===== src/rtl/multiplier_unit.sv =====
// Fixed-point integer multiplier with trigger/ready/done handshake.
// MUL_TYPE picks single-cycle, two-stage split, radix-4 shift-add or radix-4 Booth.
module multiplier_unit #(
    parameter int unsigned C_WIDTH     = 32,
    parameter int unsigned FIXED_POINT = 0,
    parameter int unsigned MUL_TYPE    = 0
) (
    input  logic               ctl_clk,
    input  logic               reset,
    input  logic [C_WIDTH-1:0] a,
    input  logic [C_WIDTH-1:0] b,
    input  logic               signed_cal,
    input  logic               trigger,
    output logic               ready,
    output logic               done,
    output logic [C_WIDTH-1:0] y
);

    localparam int unsigned W     = C_WIDTH;
    localparam int unsigned PW    = 2 * W;
    localparam int unsigned H     = W / 2;
    localparam int unsigned BW    = W + 2;
    localparam int unsigned CW    = $clog2(H + 2);
    localparam int unsigned LBASE = (MUL_TYPE == 0) ? 0 : (MUL_TYPE == 1) ? 1 : H - 1;

    typedef enum logic [1:0] {IDLE, BUSY, DONE} state_t;

    state_t          state, state_nxt;
    logic            ready_nxt, done_nxt;
    logic            accept_c, final_c;
    logic [CW-1:0]   cnt, last;
    logic [PW-1:0]   acc, mcand;
    logic [BW-1:0]   breg;
    logic            prev;
    logic [PW-1:0]   bx, bhi, add_c, acc_nxt, mcand_nxt, prod_c;
    logic [BW-1:0]   breg_nxt;
    logic            neg_c;

    assign accept_c = (state != BUSY) && trigger;
    assign final_c  = (state == BUSY) && (cnt == last);

    // State register
    always_ff @(posedge ctl_clk) begin
        if (reset) state <= IDLE;
        else       state <= state_nxt;
    end

    // Next-state logic
    always_comb begin
        state_nxt = state;
        case (state)
            IDLE:    if (trigger) state_nxt = BUSY;
            BUSY:    if (final_c) state_nxt = DONE;
            DONE:    state_nxt = trigger ? BUSY : IDLE;
            default: state_nxt = IDLE;
        endcase
    end

    // Output decode, registered below so ready/done align with the state
    always_comb begin
        ready_nxt = 1'b1;
        done_nxt  = 1'b0;
        if (state_nxt == BUSY) ready_nxt = 1'b0;
        if (state_nxt == DONE) done_nxt  = 1'b1;
    end

    // One compute step of the selected architecture; prod_c is valid on the final step
    always_comb begin
        bx        = {{(PW-BW){breg[BW-1]}}, breg};
        bhi       = PW'($signed(bx) >>> H);
        add_c     = '0;
        neg_c     = 1'b0;
        acc_nxt   = acc;
        mcand_nxt = mcand << 2;
        breg_nxt  = {breg[BW-1], breg[BW-1], breg[BW-1:2]};
        prod_c    = acc;
        case (MUL_TYPE)
            1: begin
                mcand_nxt = mcand;
                if (cnt == '0) begin
                    acc_nxt   = mcand * PW'(breg[H-1:0]);
                    mcand_nxt = (mcand * bhi) << H;
                end
                prod_c = acc + mcand;
            end
            2: begin
                case (breg[1:0])
                    2'd1:    add_c = mcand;
                    2'd2:    add_c = mcand << 1;
                    2'd3:    add_c = mcand + (mcand << 1);
                    default: add_c = '0;
                endcase
                acc_nxt = acc + add_c;
                // Negative multiplier MSB carries weight -2^W; remove the 2^W*a it added
                prod_c  = breg[BW-1] ? (acc_nxt - (mcand << 2)) : acc_nxt;
            end
            3: begin
                case ({breg[1:0], prev})
                    3'b001, 3'b010: add_c = mcand;
                    3'b011:         add_c = mcand << 1;
                    3'b100: begin add_c = mcand << 1; neg_c = 1'b1; end
                    3'b101, 3'b110: begin add_c = mcand; neg_c = 1'b1; end
                    default:        add_c = '0;
                endcase
                acc_nxt = neg_c ? (acc - add_c) : (acc + add_c);
                prod_c  = acc_nxt;
            end
            default: begin
                prod_c = mcand * bx;
            end
        endcase
    end

    // Operand latch, iteration registers and result
    always_ff @(posedge ctl_clk) begin
        if (reset) begin
            ready <= 1'b1;
            done  <= 1'b0;
            y     <= '0;
            acc   <= '0;
            mcand <= '0;
            breg  <= '0;
            prev  <= 1'b0;
            cnt   <= '0;
            last  <= '0;
        end else begin
            ready <= ready_nxt;
            done  <= done_nxt;
            if (accept_c) begin
                mcand <= signed_cal ? {{W{a[W-1]}}, a} : {{W{1'b0}}, a};
                breg  <= signed_cal ? {b[W-1], b[W-1], b} : {2'b00, b};
                acc   <= '0;
                prev  <= 1'b0;
                cnt   <= '0;
                // Unsigned Booth needs one extra zero guard digit
                last  <= (MUL_TYPE == 3 && !signed_cal) ? CW'(LBASE + 1) : CW'(LBASE);
            end else if (state == BUSY) begin
                acc   <= acc_nxt;
                mcand <= mcand_nxt;
                breg  <= breg_nxt;
                prev  <= breg[1];
                cnt   <= cnt + CW'(1);
                if (final_c) y <= W'(prod_c >> FIXED_POINT);
            end
        end
    end

endmodule


===== config.mk =====
export PLATFORM = sky130hd
export DESIGN_NAME = multiplier_unit
export DESIGN_NICKNAME = d
export VERILOG_FILES = /design/src/rtl/multiplier_unit.sv
export SDC_FILE = /design/constraint.sdc
export NUM_CORES = 1
export LEC_CHECK = 0
export CAP_MARGIN = 10
export CELL_PAD_IN_SITES_DETAIL_PLACEMENT = 1
export CELL_PAD_IN_SITES_GLOBAL_PLACEMENT = 1
export CORE_ASPECT_RATIO = 0.8
export CORE_MARGIN = 1.5
export CORE_UTILIZATION = 51
export DETAILED_ROUTE_END_ITERATION = 6
export PLACE_DENSITY_LB_ADDON = 0.08
export SLEW_MARGIN = 40
export SYNTH_ARGS = -nofsm -noshare
export SYNTH_HDL_FRONTEND = slang
export SYNTH_SLANG_ARGS = --single-unit

===== constraint.sdc =====
create_clock -name ctl_clk -period 15.8 [get_ports ctl_clk]
set_input_delay 3.16 -clock ctl_clk [delete_from_list [all_inputs] [get_ports ctl_clk]]
set_output_delay 3.16 -clock ctl_clk [all_outputs]
set_load 0.02 [all_outputs]

==> flow_summary_export.csv <==
group,metric,value,unit
status,outcome,"complete, no violations",
power_and_ir_drop,pwr-share-comb,70.0,%
synthesis,synthesis.instances,2276,
floorplanning,die_width,228,µm
power_and_ir_drop,power_leakage,0.0109,µW
global_route,grt_use_total,29.7,%
routing,route.vias.total,15282,
synthesis,post-synth-top-area-cell,"sky130_fd_sc_hd__fa_1",
synthesis,dominantRegCellSynth,"sky130_fd_sc_hd__dfxtp_1",
placement,buffer_ports.inserted,101,
clocking,cts_buffers,9,
synthesis,synth_nets,2904,
placement,gpl.final_weighted_congestion,0.852,
floorplanning,initial_core_util,52.1,%
timing,maxSlewHeadroom,44.8,%
finish,post_route_cells_drive_above_1_share,3.28,%
global_route,grt_pass1_wl,95600,µm
setup_path,crit_arrival,7870,ps
floorplanning,placementRows,65,
timing,timing.clock.skew,27.1,ps
worst_hold_path,hp-class,"reg -> reg",
power_and_ir_drop,switching_power,1030,µW
synthesis,synthesis_warning_total,0,
synthesis,synth_area_per_cell,9.09,µm²
routing,number_of_remaining_drc_errors,0,
timing,unrepaired_setup_endpoints_after_global_routing,"no",
finish,fill_cells,4606,
timing,final-hold-violation-count,0,
routing,postRouteWirelength,59700,µm
setup_path,r2r_end,"y[31]",
power_and_ir_drop,share_seq_of_total_power,17.6,%
floorplanning,dieArea,41800,µm²
clocking,clock_tree.buffer_depth,2,
synthesis,post_synth_design_cell_area,20700,µm²
finish,layout.cell_area.non_filler,22400,µm²
timing,setup_slack,8230,ps
placement,place_hpwl,46900,µm
synthesis,synth.distinct_cells,52,
power_and_ir_drop,share_clk_of_total_power,12.4,%
setup_path,cp.required,16100,ps
power_and_ir_drop,power.share.switching,50.4,%
finish,finish.cell_count_without_fillers,2823,
floorplanning,design.core.area,39700,µm²
clocking,cts_hold_buf,0,
placement,place_inst,2807,
power_and_ir_drop,internal_power,1010,µW
power_and_ir_drop,worst_ir_drop_vdd,0.0650,mV
worst_hold_path,hold_depth,2,
timing,worst_max_slew_pin_slew,827,ps
timing,maxClockFrequency,132,MHz
setup_path,r2r_start,"breg[11]",
clocking,post_cts_resized,0,
setup_path,worstSetupEndpointType,"register",
power_and_ir_drop,power_density_relative_to_cell_area,91.3,nW/µm²
finish,area_growth_syn_to_layout,8.28,%
synthesis,number_of_synthesized_register_bits,107,
worst_hold_path,min_delay_startpoint,"y[9]",
synthesis,synth-async-reset-ratio,0,%
global_route,grt.overflow.total,0,
finish,final_nets,2910,
setup_path,r2r_setup_slack,8230,ps
synthesis,synth_enable_flop_cells,0,
clocking,clock_sink_count,107,
floorplanning,die_height,183,µm
timing,setup-violations-final,0,
setup_path,critPathMaxFanout,16,
global_route,maximum_number_of_pins_on_one_net_before_global_route_repair,89,
routing,avgRoutedWirePerCell,21.1,µm
clocking,htreeDepth,3,
clocking,clock_insertion_delay_worst_skew,400,ps
clocking,cts_tree,"yes",
routing,avgViaCountPerCell,5.41,
timing,setup-tns-final,0,ps
synthesis,yosys-top-cells-count,"442 x sky130_fd_sc_hd__inv_1, 408 x sky130_fd_sc_hd__fa_1, 366 x sky130_fd_sc_hd__and2_1, 214 x sky130_fd_sc_hd__nand2_1, 152 x sky130_fd_sc_hd__ha_1",
synthesis,synth_largest_type_area_fraction,39.5,%
synthesis,cells_taking_the_most_area_after_synthesis,"sky130_fd_sc_hd__fa_1 39%, sky130_fd_sc_hd__and2_1 11%, sky130_fd_sc_hd__dfxtp_1 10%",
setup_path,start_kind,"register",
routing,detailedRoute.firstPassIterationCount,5,
finish,antenna_cells_inserted,0,
worst_hold_path,min_to,"y[9]",
routing,drt.antenna.violating_nets,0,
timing,period_needed,7570,ps
synthesis,synth_most_common_cell,"sky130_fd_sc_hd__inv_1",
global_route,first_global_vias,17402,
job,drv_cap,0,
timing,min_period_over_period,47.9,%
clocking,worst_setup_hold_path_clk_slew,80,ps
clocking,clock_root_buffer,"sky130_fd_sc_hd__clkbuf_16",
setup_path,worst_r2r_path_depth,24,
placement,preCtsSetupSlack,8260,ps
clocking,post-cts-setup-buffer-count,0,
setup_path,critPathKind,"reg -> reg",
floorplanning,io-pin-count,102,
timing,slew_violations,0,
placement,placed_area,22100,µm²
synthesis,synth_sequential_area_ratio,10.4,%
global_route,antenna_found_initial,1,
routing,drtIter0Drc,743,
-- sequential cells by signal, indices dropped and copies added, names as in the netlist --
name and count:
done 1, ready 1, cnt 5, mcand 32, y 32, breg 34, state 2
-- worst max-delay path by stage --
stage          startpoint  endpoint  cells past startpoint
6_report         breg[11]     y[31]                     24
5_1_grt           breg[3]     y[31]                     24
4_1_cts          breg[11]     y[31]                     24
3_5_place_dp     breg[11]     y[31]                     24
3_3_place_gp      breg[4]     y[31]                     23
2_1_floorplan     breg[5]     y[31]                     25
-- stage by stage --
stage	power, µW	utilization, %	hold WS [ps]
finish	2050	56.5	457
global route	2220	56.5	479
CTS	2070	56.4	459
detailed placement	1800	55.7	447
global placement	1750	55.6	439
floorplan	1310	-	454
-- cells by family after synthesis --
family	Yosys count	synth area share [%]
AND/OR/NAND/NOR	702	17.7
buffers and inverters	581	10.7
adder cells (fa/ha/maj)	560	48.7
AO/OA/AOI/OAI	171	5.71
flip-flops	107	10.4
XOR/XNOR	90	3.81
multiplexers	65	3.14
-- layer usage --
metal  GRT usage (%)  routed length, µm  up-vias  share of wire, %
met5               0                  0        -                 0
met4            7.10               1270        0               2.1
met3            3.72               2750       81               4.6
met2            49.6              28400      372                48
met1            41.4              27300     8010                46
li1                -                  -     6819                 -
-- cells in the final DEF, fill, tap and decap left out, types with 9 or more instances in the layout --
cell type	count
sky130_fd_sc_hd__inv_1	442
sky130_fd_sc_hd__fa_1	408
sky130_fd_sc_hd__and2_1	366
sky130_fd_sc_hd__nand2_1	214
sky130_fd_sc_hd__ha_1	152
sky130_fd_sc_hd__clkdlybuf4s50_1	99
sky130_fd_sc_hd__dfxtp_1	98
sky130_fd_sc_hd__nor2_1	86
sky130_fd_sc_hd__xnor2_1	71
sky130_fd_sc_hd__a211oi_1	68
sky130_fd_sc_hd__mux2i_1	65
sky130_fd_sc_hd__a21oi_1	52
sky130_fd_sc_hd__buf_4	33
sky130_fd_sc_hd__xor2_1	19
sky130_fd_sc_hd__o21ai_0	15
sky130_fd_sc_hd__a21o_1	9
sky130_fd_sc_hd__dfxtp_2	9
sky130_fd_sc_hd__clkbuf_16	9
-- power groups by stage --
stage	Clock, µW	Combinational, µW	Sequential [µW]
final	253	1430	360
after global routing	268	1590	364
after CTS	259	1450	358
after detailed placement	0	1440	364
after global placement	0	1390	362
after floorplan	0	966	344
-- cell type report --
| type | count | area [µm²] | share of cell area [%] |
|---|---|---|---|
| clock inverters | 7 | 85.1 | 0.380 |
| multi-input cells | 1588 | 16400 | 73.0 |
| flip-flops and latches | 107 | 2150 | 9.61 |
| repair buffers | 134 | 1260 | 5.63 |
| well taps | 536 | 671 | 2.99 |
| clock buffers | 9 | 225 | 1.01 |
| inverters | 442 | 1660 | 7.40 |
-- worst max-delay path, cell delays in order, from the launching register on --
cell                        delay, ps
sky130_fd_sc_hd__dfxtp_1          630
sky130_fd_sc_hd__buf_4            350
sky130_fd_sc_hd__nand2_1          140
sky130_fd_sc_hd__fa_1             560
sky130_fd_sc_hd__inv_1             50
sky130_fd_sc_hd__fa_1             480
sky130_fd_sc_hd__inv_1             60
sky130_fd_sc_hd__fa_1             540
sky130_fd_sc_hd__inv_1             60
sky130_fd_sc_hd__fa_1             500
sky130_fd_sc_hd__inv_1             50
sky130_fd_sc_hd__fa_1             530
sky130_fd_sc_hd__inv_1             50
sky130_fd_sc_hd__fa_1             540
sky130_fd_sc_hd__fa_1             450
sky130_fd_sc_hd__fa_1             500
sky130_fd_sc_hd__ha_1             390
sky130_fd_sc_hd__a21oi_1          250
sky130_fd_sc_hd__o2bb2ai_1        170
sky130_fd_sc_hd__o31ai_2          120
sky130_fd_sc_hd__a311o_2          450
sky130_fd_sc_hd__nand4_1          120
sky130_fd_sc_hd__a41oi_2          120
sky130_fd_sc_hd__xnor2_1          160
sky130_fd_sc_hd__a211oi_2         220
No activity file was read; power rests on OpenSTA's default activity.
